<file path="src/rtl/pe_requant_out_if.sv">
// Result stream interface for pe_requant_out.
// The master drives out_valid/out_data and the slave drives out_ready.
// A word transfers on a rising clock edge where out_valid and out_ready are both high.
interface pe_requant_out_if #(
    parameter int OUT_W = 8
);
    logic                    out_valid;
    logic                    out_ready;
    logic signed [OUT_W-1:0] out_data;

    modport master (
        output out_valid,
        output out_data,
        input  out_ready
    );

    modport slave (
        input  out_valid,
        input  out_data,
        output out_ready
    );
endinterface

</file>
<file path="src/rtl/pe_requant_out.sv">
// pe_requant_out: downstream collector for pe_unit.
// It counts the MAC-issue pulses sent to the PE. After k_len MACs it samples the
// PE accumulator and forms the window sum as (acc - previous sample), because the
// PE has no clear. The sum is rounded, shifted and saturated to int8, then queued
// in a small FIFO that is drained over valid/ready.
//
// Optional feature: define REQUANT_RELU_EN to force negative results to zero
// before saturation. The output range is then 0..127.
//
// Capture timing: the MAC that closes a window enters a PE_LAT-deep token line.
// The accumulator is sampled when that token reaches the end of the line, which is
// exactly when acc_in reflects the closing MAC. A MAC pulse that arrives while a
// capture is still pending starts the next window straight away, so the capture is
// never stalled.
module pe_requant_out #(
    parameter int ACC_W      = 24,
    parameter int OUT_W      = 8,
    parameter int PE_LAT     = 1,
    parameter int FIFO_DEPTH = 4
) (
    input  logic                    clk,
    input  logic                    rst_n,
    input  logic                    mac_fire,
    input  logic signed [ACC_W-1:0] acc_in,
    input  logic        [7:0]       k_len,
    input  logic        [4:0]       shift,
    pe_requant_out_if.master        out_if,
    output logic                    busy,
    output logic                    ovf
);

    localparam int PTR_W = $clog2(FIFO_DEPTH);
    localparam logic signed [ACC_W:0] SAT_MAX = (ACC_W+1)'(2**(OUT_W-1) - 1);
    localparam logic signed [ACC_W:0] SAT_MIN = ~SAT_MAX;
    localparam logic signed [OUT_W-1:0] Q_MAX = {1'b0, {(OUT_W-1){1'b1}}};
    localparam logic signed [OUT_W-1:0] Q_MIN = {1'b1, {(OUT_W-1){1'b0}}};

    typedef enum logic {
        S_IDLE,
        S_ACC
    } state_e;

    // Window counting
    state_e            r_state;
    state_e            w_state_nxt;
    logic [7:0]        r_count;
    logic [7:0]        r_k;
    logic [4:0]        r_shift;
    logic              w_start;
    logic [7:0]        w_k_eff;
    logic [7:0]        w_win_k;
    logic [4:0]        w_win_shift;
    logic [7:0]        w_cnt_inc;
    logic              w_done;

    // Capture token line and requant stage
    logic [PE_LAT-1:0] r_tok_v;
    logic [4:0]        r_tok_shift [PE_LAT];
    logic              w_cap;
    logic [4:0]        w_cap_shift;
    logic signed [ACC_W-1:0] r_acc_base;
    logic signed [ACC_W-1:0] w_delta;
    logic              r_st_v;
    logic signed [ACC_W-1:0] r_st_delta;
    logic [4:0]        r_st_shift;
    logic signed [ACC_W:0]   w_ext;
    logic signed [ACC_W:0]   w_rnd;
    logic signed [ACC_W:0]   w_sum;
    logic signed [ACC_W:0]   w_r;
    logic signed [OUT_W-1:0] w_q;

    // Result FIFO
    logic signed [OUT_W-1:0] r_mem [FIFO_DEPTH];
    logic [PTR_W-1:0]  r_wr_ptr;
    logic [PTR_W-1:0]  r_rd_ptr;
    logic [PTR_W:0]    r_fcnt;
    logic signed [OUT_W-1:0] r_head;
    logic signed [OUT_W-1:0] w_head_nxt;
    logic              r_ovf;
    logic              w_push;
    logic              w_pop;
    logic              w_full;
    logic              w_wr_en;
    logic              w_drop;

    // Decode the MAC pulse against the current window: start a new one or extend it.
    always_comb begin
        // NOTE: every combinational output gets a default first, so no path leaves it unassigned (no latch).
        w_k_eff     = (k_len == 8'd0) ? 8'd1 : k_len;
        w_start     = (r_state == S_IDLE);
        w_win_k     = w_start ? w_k_eff : r_k;
        w_win_shift = w_start ? shift : r_shift;
        w_cnt_inc   = w_start ? 8'd1 : r_count + 8'd1;
        w_done      = mac_fire && (w_cnt_inc == w_win_k);
    end

    // Next-state logic for the window FSM.
    always_comb begin
        w_state_nxt = r_state;
        case (r_state)
            S_IDLE:  if (mac_fire && !w_done) w_state_nxt = S_ACC;
            S_ACC:   if (w_done) w_state_nxt = S_IDLE;
            default: w_state_nxt = S_IDLE;
        endcase
    end

    // State register for the window FSM.
    always_ff @(posedge clk or negedge rst_n) begin
        // NOTE: sequential state uses non-blocking assignments, so every register samples pre-edge values.
        if (!rst_n) r_state <= S_IDLE;
        else        r_state <= w_state_nxt;
    end

    // MAC count and the k_len/shift latched at the start of the window.
    always_ff @(posedge clk or negedge rst_n) begin
        if (!rst_n) begin
            r_count <= '0;
            r_k     <= '0;
            r_shift <= '0;
        end else if (mac_fire) begin
            r_count <= w_done ? 8'd0 : w_cnt_inc;
            if (w_start) begin
                r_k     <= w_k_eff;
                r_shift <= shift;
            end
        end
    end

    // Delay the closing MAC by PE_LAT cycles so capture lines up with acc_in.
    always_ff @(posedge clk or negedge rst_n) begin
        if (!rst_n) begin
            r_tok_v <= '0;
            for (int i = 0; i < PE_LAT; i++) r_tok_shift[i] <= '0;
        end else begin
            r_tok_v[0]     <= w_done;
            r_tok_shift[0] <= w_win_shift;
            for (int i = 1; i < PE_LAT; i++) begin
                r_tok_v[i]     <= r_tok_v[i-1];
                r_tok_shift[i] <= r_tok_shift[i-1];
            end
        end
    end

    assign w_cap       = r_tok_v[PE_LAT-1];
    assign w_cap_shift = r_tok_shift[PE_LAT-1];
    assign w_delta     = acc_in - r_acc_base;

    // Capture: register the window delta and move the base to the current accumulator.
    always_ff @(posedge clk or negedge rst_n) begin
        if (!rst_n) begin
            r_acc_base <= '0;
            r_st_v     <= 1'b0;
            r_st_delta <= '0;
            r_st_shift <= '0;
        end else begin
            r_st_v <= w_cap;
            if (w_cap) begin
                r_acc_base <= acc_in;
                r_st_delta <= w_delta;
                r_st_shift <= w_cap_shift;
            end
        end
    end

    // Requantise the staged delta: round half up, arithmetic shift, then saturate.
    always_comb begin
        w_ext = $signed({r_st_delta[ACC_W-1], r_st_delta});
        w_rnd = (ACC_W+1)'(1) << (r_st_shift - 5'd1);
        w_sum = w_ext + w_rnd;
        w_r   = (r_st_shift == 5'd0) ? w_ext : (w_sum >>> r_st_shift);
`ifdef REQUANT_RELU_EN
        if (w_r[ACC_W]) w_r = '0;
`endif
        if (w_r > SAT_MAX)      w_q = Q_MAX;
        else if (w_r < SAT_MIN) w_q = Q_MIN;
        else                    w_q = w_r[OUT_W-1:0];
    end

    // FIFO handshake decode. A full FIFO still accepts a push when it pops in the same cycle.
    always_comb begin
        w_push  = r_st_v;
        w_pop   = (r_fcnt != '0) && out_if.out_ready;
        w_full  = (r_fcnt == (PTR_W+1)'(FIFO_DEPTH));
        w_wr_en = w_push && (!w_full || w_pop);
        w_drop  = w_push && w_full && !w_pop;
        w_head_nxt = r_head;
        if (w_pop) begin
            if (r_fcnt > (PTR_W+1)'(1)) w_head_nxt = r_mem[r_rd_ptr + PTR_W'(1)];
            else if (w_wr_en)           w_head_nxt = w_q;
        end else if ((r_fcnt == '0) && w_wr_en) begin
            w_head_nxt = w_q;
        end
    end

    // FIFO storage write port.
    always_ff @(posedge clk) begin
        // NOTE: the storage array is not reset; the pointers and occupancy decide which entries are valid.
        if (w_wr_en) r_mem[r_wr_ptr] <= w_q;
    end

    // FIFO pointers, occupancy, registered head and the sticky overflow flag.
    always_ff @(posedge clk or negedge rst_n) begin
        if (!rst_n) begin
            r_wr_ptr <= '0;
            r_rd_ptr <= '0;
            r_fcnt   <= '0;
            r_head   <= '0;
            r_ovf    <= 1'b0;
        end else begin
            if (w_wr_en) r_wr_ptr <= r_wr_ptr + PTR_W'(1);
            if (w_pop)   r_rd_ptr <= r_rd_ptr + PTR_W'(1);
            r_fcnt <= r_fcnt + (PTR_W+1)'(w_wr_en) - (PTR_W+1)'(w_pop);
            r_head <= w_head_nxt;
            if (w_drop) r_ovf <= 1'b1;
        end
    end

    assign out_if.out_valid = (r_fcnt != '0);
    assign out_if.out_data  = r_head;
    assign busy             = (r_state == S_ACC) || (|r_tok_v);
    assign ovf              = r_ovf;

endmodule
</file>
<file path="src/flat_wrapper.sv">
// flat-port wrapper written by rule: the top's interface ports become plain ports
module pe_requant_out_flat 
#(
    parameter int ACC_W      = 24,
    parameter int OUT_W      = 8,
    parameter int PE_LAT     = 1,
    parameter int FIFO_DEPTH = 4
)
  (clk, rst_n, mac_fire, acc_in, k_len, shift, busy, ovf, out_if_out_valid, out_if_out_data, out_if_out_ready);
  pe_requant_out_if #(.OUT_W(OUT_W)) out_if_i ();
  input  logic clk;
  input  logic rst_n;
  input  logic mac_fire;
  input  logic signed [ACC_W-1:0] acc_in;
  input  logic        [7:0] k_len;
  input  logic        [4:0] shift;
  output logic busy;
  output logic ovf;
  output wire logic [$bits(out_if_i.out_valid)-1:0] out_if_out_valid;
  output wire logic [$bits(out_if_i.out_data)-1:0] out_if_out_data;
  input wire logic [$bits(out_if_i.out_ready)-1:0] out_if_out_ready;
  assign out_if_out_valid = out_if_i.out_valid;
  assign out_if_out_data = out_if_i.out_data;
  assign out_if_i.out_ready = out_if_out_ready;
  pe_requant_out #(.ACC_W(ACC_W), .OUT_W(OUT_W), .PE_LAT(PE_LAT), .FIFO_DEPTH(FIFO_DEPTH)) u_core (.clk(clk), .rst_n(rst_n), .mac_fire(mac_fire), .acc_in(acc_in), .k_len(k_len), .shift(shift), .out_if(out_if_i), .busy(busy), .ovf(ovf));
endmodule
</file>
<file path="config.mk">
export PLATFORM = sky130hd
export DESIGN_NAME = pe_requant_out_flat
export DESIGN_NICKNAME = d
export VERILOG_FILES = /design/src/rtl/pe_requant_out_if.sv /design/src/rtl/pe_requant_out.sv /design/src/flat_wrapper.sv
export SDC_FILE = /design/constraint.sdc
export NUM_CORES = 1
export LEC_CHECK = 0
export ABC_AREA = 1
export BUFFER_PORTS_ARGS = -buffer_cell sky130_fd_sc_hd__clkbuf_2
export CORE_UTILIZATION = 31
export DETAILED_ROUTE_END_ITERATION = 10
export SYNTH_ARGS = -nofsm -noshare
export SYNTH_HDL_FRONTEND = slang
export SYNTH_SLANG_ARGS = --single-unit
</file>
<file path="constraint.sdc">
create_clock -name clk -period 12.27 [get_ports clk]
set_input_delay 1.8405 -clock clk [delete_from_list [all_inputs] [get_ports clk]]
set_output_delay 1.8405 -clock clk [all_outputs]
set_load 0.02 [all_outputs]
</file>
==> impl_metrics.yaml <==
place:
  routabilityCongestion: 0.9675
  dpl.hpwl_um: 23810
  portBuffers: 51
  dp_slack_ns: 6.681
critical_path:
  cpMaxStageDelayCell: "fa_1"
  critical_path_class: "flip-flop to flip-flop"
  start_kind: "flip-flop"
  cp-end-kind: "flip-flop"
  cp_common_cell: "nand2_1"
  cp.arrival_ns: 5.82
  slowest_delay_ns: 0.41
  path_max_fanout: 28
  r2r_cells: 37
  crit_cells: 37
  crit_buf_inv: 10
  cp.required_ns: 12.41
  path_delay_family: "simple AND/OR/NAND/NOR gates"
sta:
  hold_viol: 0
  slew_violations: 0
  fin_crit_sh_pct: 46.27
  tightest_slew_ns: 1.061
  rsz0062_at_grt: "false"
  tns_ns: 0
  setup_ws_ns: 6.593
  finalSetupViolCount: 0
  fmax_ghz: 0.1762
  slew_headroom_pct: 28.86
  fin_skew_ns: 0.01781
  period_needed_ns: 5.677
cts:
  clk_pin_slew_ns: 0.06
  cts_root_buffer: "clkbuf_16"
  cts_tree: "yes"
  cts_resized: 0
  htreeDepth: 4
  holdBufCountCts: 0
  cts_buffers: 17
  cts.sinks: 130
  clk_latency_ns: 0.42
  postCtsSetupBuffers: 0
  cts.path.max_buffers: 2
cells_and_area:
  nNetsFinal: 1645
  antenna_cells: 0
  syn2layout_area_growth_pct: 11.97
  fillers: 3522
  fin_util_pct: 35.46
  layout-drive-gt1-share_pct: 10.08
logic_synthesis:
  netlist_instances: 1515
  synth_nets: 1615
  yosysWarnings: 0
  syn_area_per_cell_um2: 6.854
  synth_cell_type_count: 58
  ys_seq_area_share_pct: 32.87
  synthesis.area_um2: 10380
  ys_ff_latch: 130
global_routing:
  grt_pass1_vias: 9406
  antenna_found_initial: 0
  grt_max_degree: 66
  grt_pass1_wl_um: 48870
  grt_overflow: 0
  grt_usage_pct: 18.31
floorplanning:
  fp.dieW_um: 185.0
  die_area_um2: 34230
  core_area_um2: 32780
  initial_core_util_pct: 31.67
  io_pins: 52
  num_rows: 66
  die_h_um: 185.0
power:
  peakVddDrop_uv: 142.9
  p_leak_nw: 5.920
  power.density_nw_per_um2: 317.4
status:
  status: "finished, final reports clean"
run:
  cap_violations: 0
min_path:
  whs_path_depth: 2
  min_path_type: "flip-flop to flip-flop"
drt:
  wl_um: 30130
  drt_iter0_markers: 715
  avgRoutedWirePerCell_um: 15.06
  dr_total_vias: 9845
  drc: 0
  ant_nets: 0
  via_per_inst: 4.923
  first_pass_iters: 5
power by group:
group / internal (mW) / leakage, nW / switching (mW)
combinational: 0.769 / 4.22 / 1.62
sequential: 0.626 / 1.40 / 0.143
clock: 0.326 / 0.297 / 0.204
total: 1.72 / 5.92 / 1.97
cell families after synthesis:
group	synth area share (%)
AOI/OAI and AO/OA	12.12
xor gates and xnor gates	2.783
DFF	32.87
muxes	0.8676
buffers and inverters	11.09
adders and majority gates	7.326
and+or+nand+nor	32.94
per-stage QoR:
step | hold slack (ns) | power [mW] | cells | area [um2]
finish | 0.4523 | 3.690 | 2000 | 11630
global route | 0.4848 | 4.041 | 2000 | 11630
CTS | 0.4576 | 3.682 | 2000 | 11630
detailed placement | 0.4446 | 3.135 | 1968 | 11010
floorplan | 0.3519 | 2.535 | 1515 | 10380
global placement | 0.4356 | 3.115 | 1968 | 11010
cell usage in the layout, fill, tap and decap left out, drive strengths merged, types with 13 or more instances in the layout:
cell type and instances:
nand2 442, inv 237, nand3 188, o21ai 117, nor2 99, dfrtp 98, clkbuf 67, a21oi 57
ha 56, edfxtp 32, xor2 19, nand4 15, xnor2 14, nor3 13, o22ai 13, clkinv 13
sequential cells by signal, indices dropped and copies added (netlist names), 3 cells and up, named ones only:
name,flops
u_core.out_if.out_data,8
u_core.r_acc_base,24
u_core.r_count,8
u_core.r_fcnt,3
u_core.r_k,8
u_core.r_mem,32
u_core.r_shift,5
u_core.r_st_delta,24
u_core.r_st_shift,5
u_core.r_tok_shift,5
cell type report:
class / count / area [um2] / area share [%]
multi-input combinational: 1098 / 5819 / 50.05
sequential: 130 / 3415 / 29.37
inverter: 240 / 910.9 / 7.835
tap: 442 / 553.0 / 4.757
clock buffer: 17 / 425.4 / 3.659
timing repair buffer: 58 / 310.3 / 2.669
clock inverter: 15 / 192.7 / 1.657
layer usage:
layer  part of all wire, %  GRT usage (%)  routed length, um
met5                     0              0                  0
met1                    47          24.71              14080
met4                   2.9          6.545                885
met3                   5.0          2.615               1499
met2                    45          29.70              13660
synthesized netlist by cell type (all sizes together):
library cell / instances / share of area (%)
and3: 1 / 0.060
o31ai: 1 / 0.072
o21ai: 117 / 5.8
o2111ai: 1 / 0.084
dfrtp: 98 / 24
o221ai: 2 / 0.17
o22ai: 13 / 0.78
a21boi: 3 / 0.25
clkbuf: 31 / 1.3
nor4: 2 / 0.12
o211ai: 5 / 0.36
a22o: 4 / 0.34
a21oi: 57 / 2.7
a22oi: 1 / 0.072
nand3b: 3 / 0.22
nand2: 442 / 17
nand3: 188 / 9.7
a2111oi: 1 / 0.084
nor3: 13 / 0.63
a221oi: 4 / 0.34
a31oi: 4 / 0.24
a221o: 1 / 0.096
xnor2: 14 / 1.2
and2: 3 / 0.18
or2: 9 / 0.54
edfxtp: 32 / 9.3
xor2: 19 / 1.6
buf: 16 / 1.1
mux2i: 9 / 0.87
nor2: 99 / 4.0
clkinv: 11 / 0.40
fa: 3 / 0.58
ha: 56 / 6.7
a31o: 2 / 0.17
o32ai: 4 / 0.34
a311oi: 1 / 0.084
nand4: 15 / 0.96
inv: 229 / 8.4
a211oi: 1 / 0.072
worst reg2reg max path: cells and delay by family, from the launching register on:
kind | cells | cell delay, ns
AND/OR/NAND/NOR | 24 | 2.68
flip-flops | 1 | 0.33
adder cells (fa/ha/maj) | 2 | 0.71
AO/OA/AOI/OAI | 1 | 0.13
buffers and inverters | 10 | 1.57
path summary, 6_finish.rpt:
kind	startpoint	end	slack, ns
worst max-delay path	u_core.r_st_shift[1]	u_core.r_mem[3][5]	6.59
worst min-delay path	u_core.r_tok_shift[4]	u_core.r_st_shift[4]	0.45
worst max register to register	u_core.r_st_shift[1]	u_core.r_mem[3][5]	6.59
worst min register to register	u_core.r_tok_shift[4]	u_core.r_st_shift[4]	0.45
max in group asynchronous	rst_n	u_core.r_st_delta[13]	9.71
min in group asynchronous	rst_n	u_core.out_if.out_data[3]	1.45
Power figures use the tool's default switching activity.
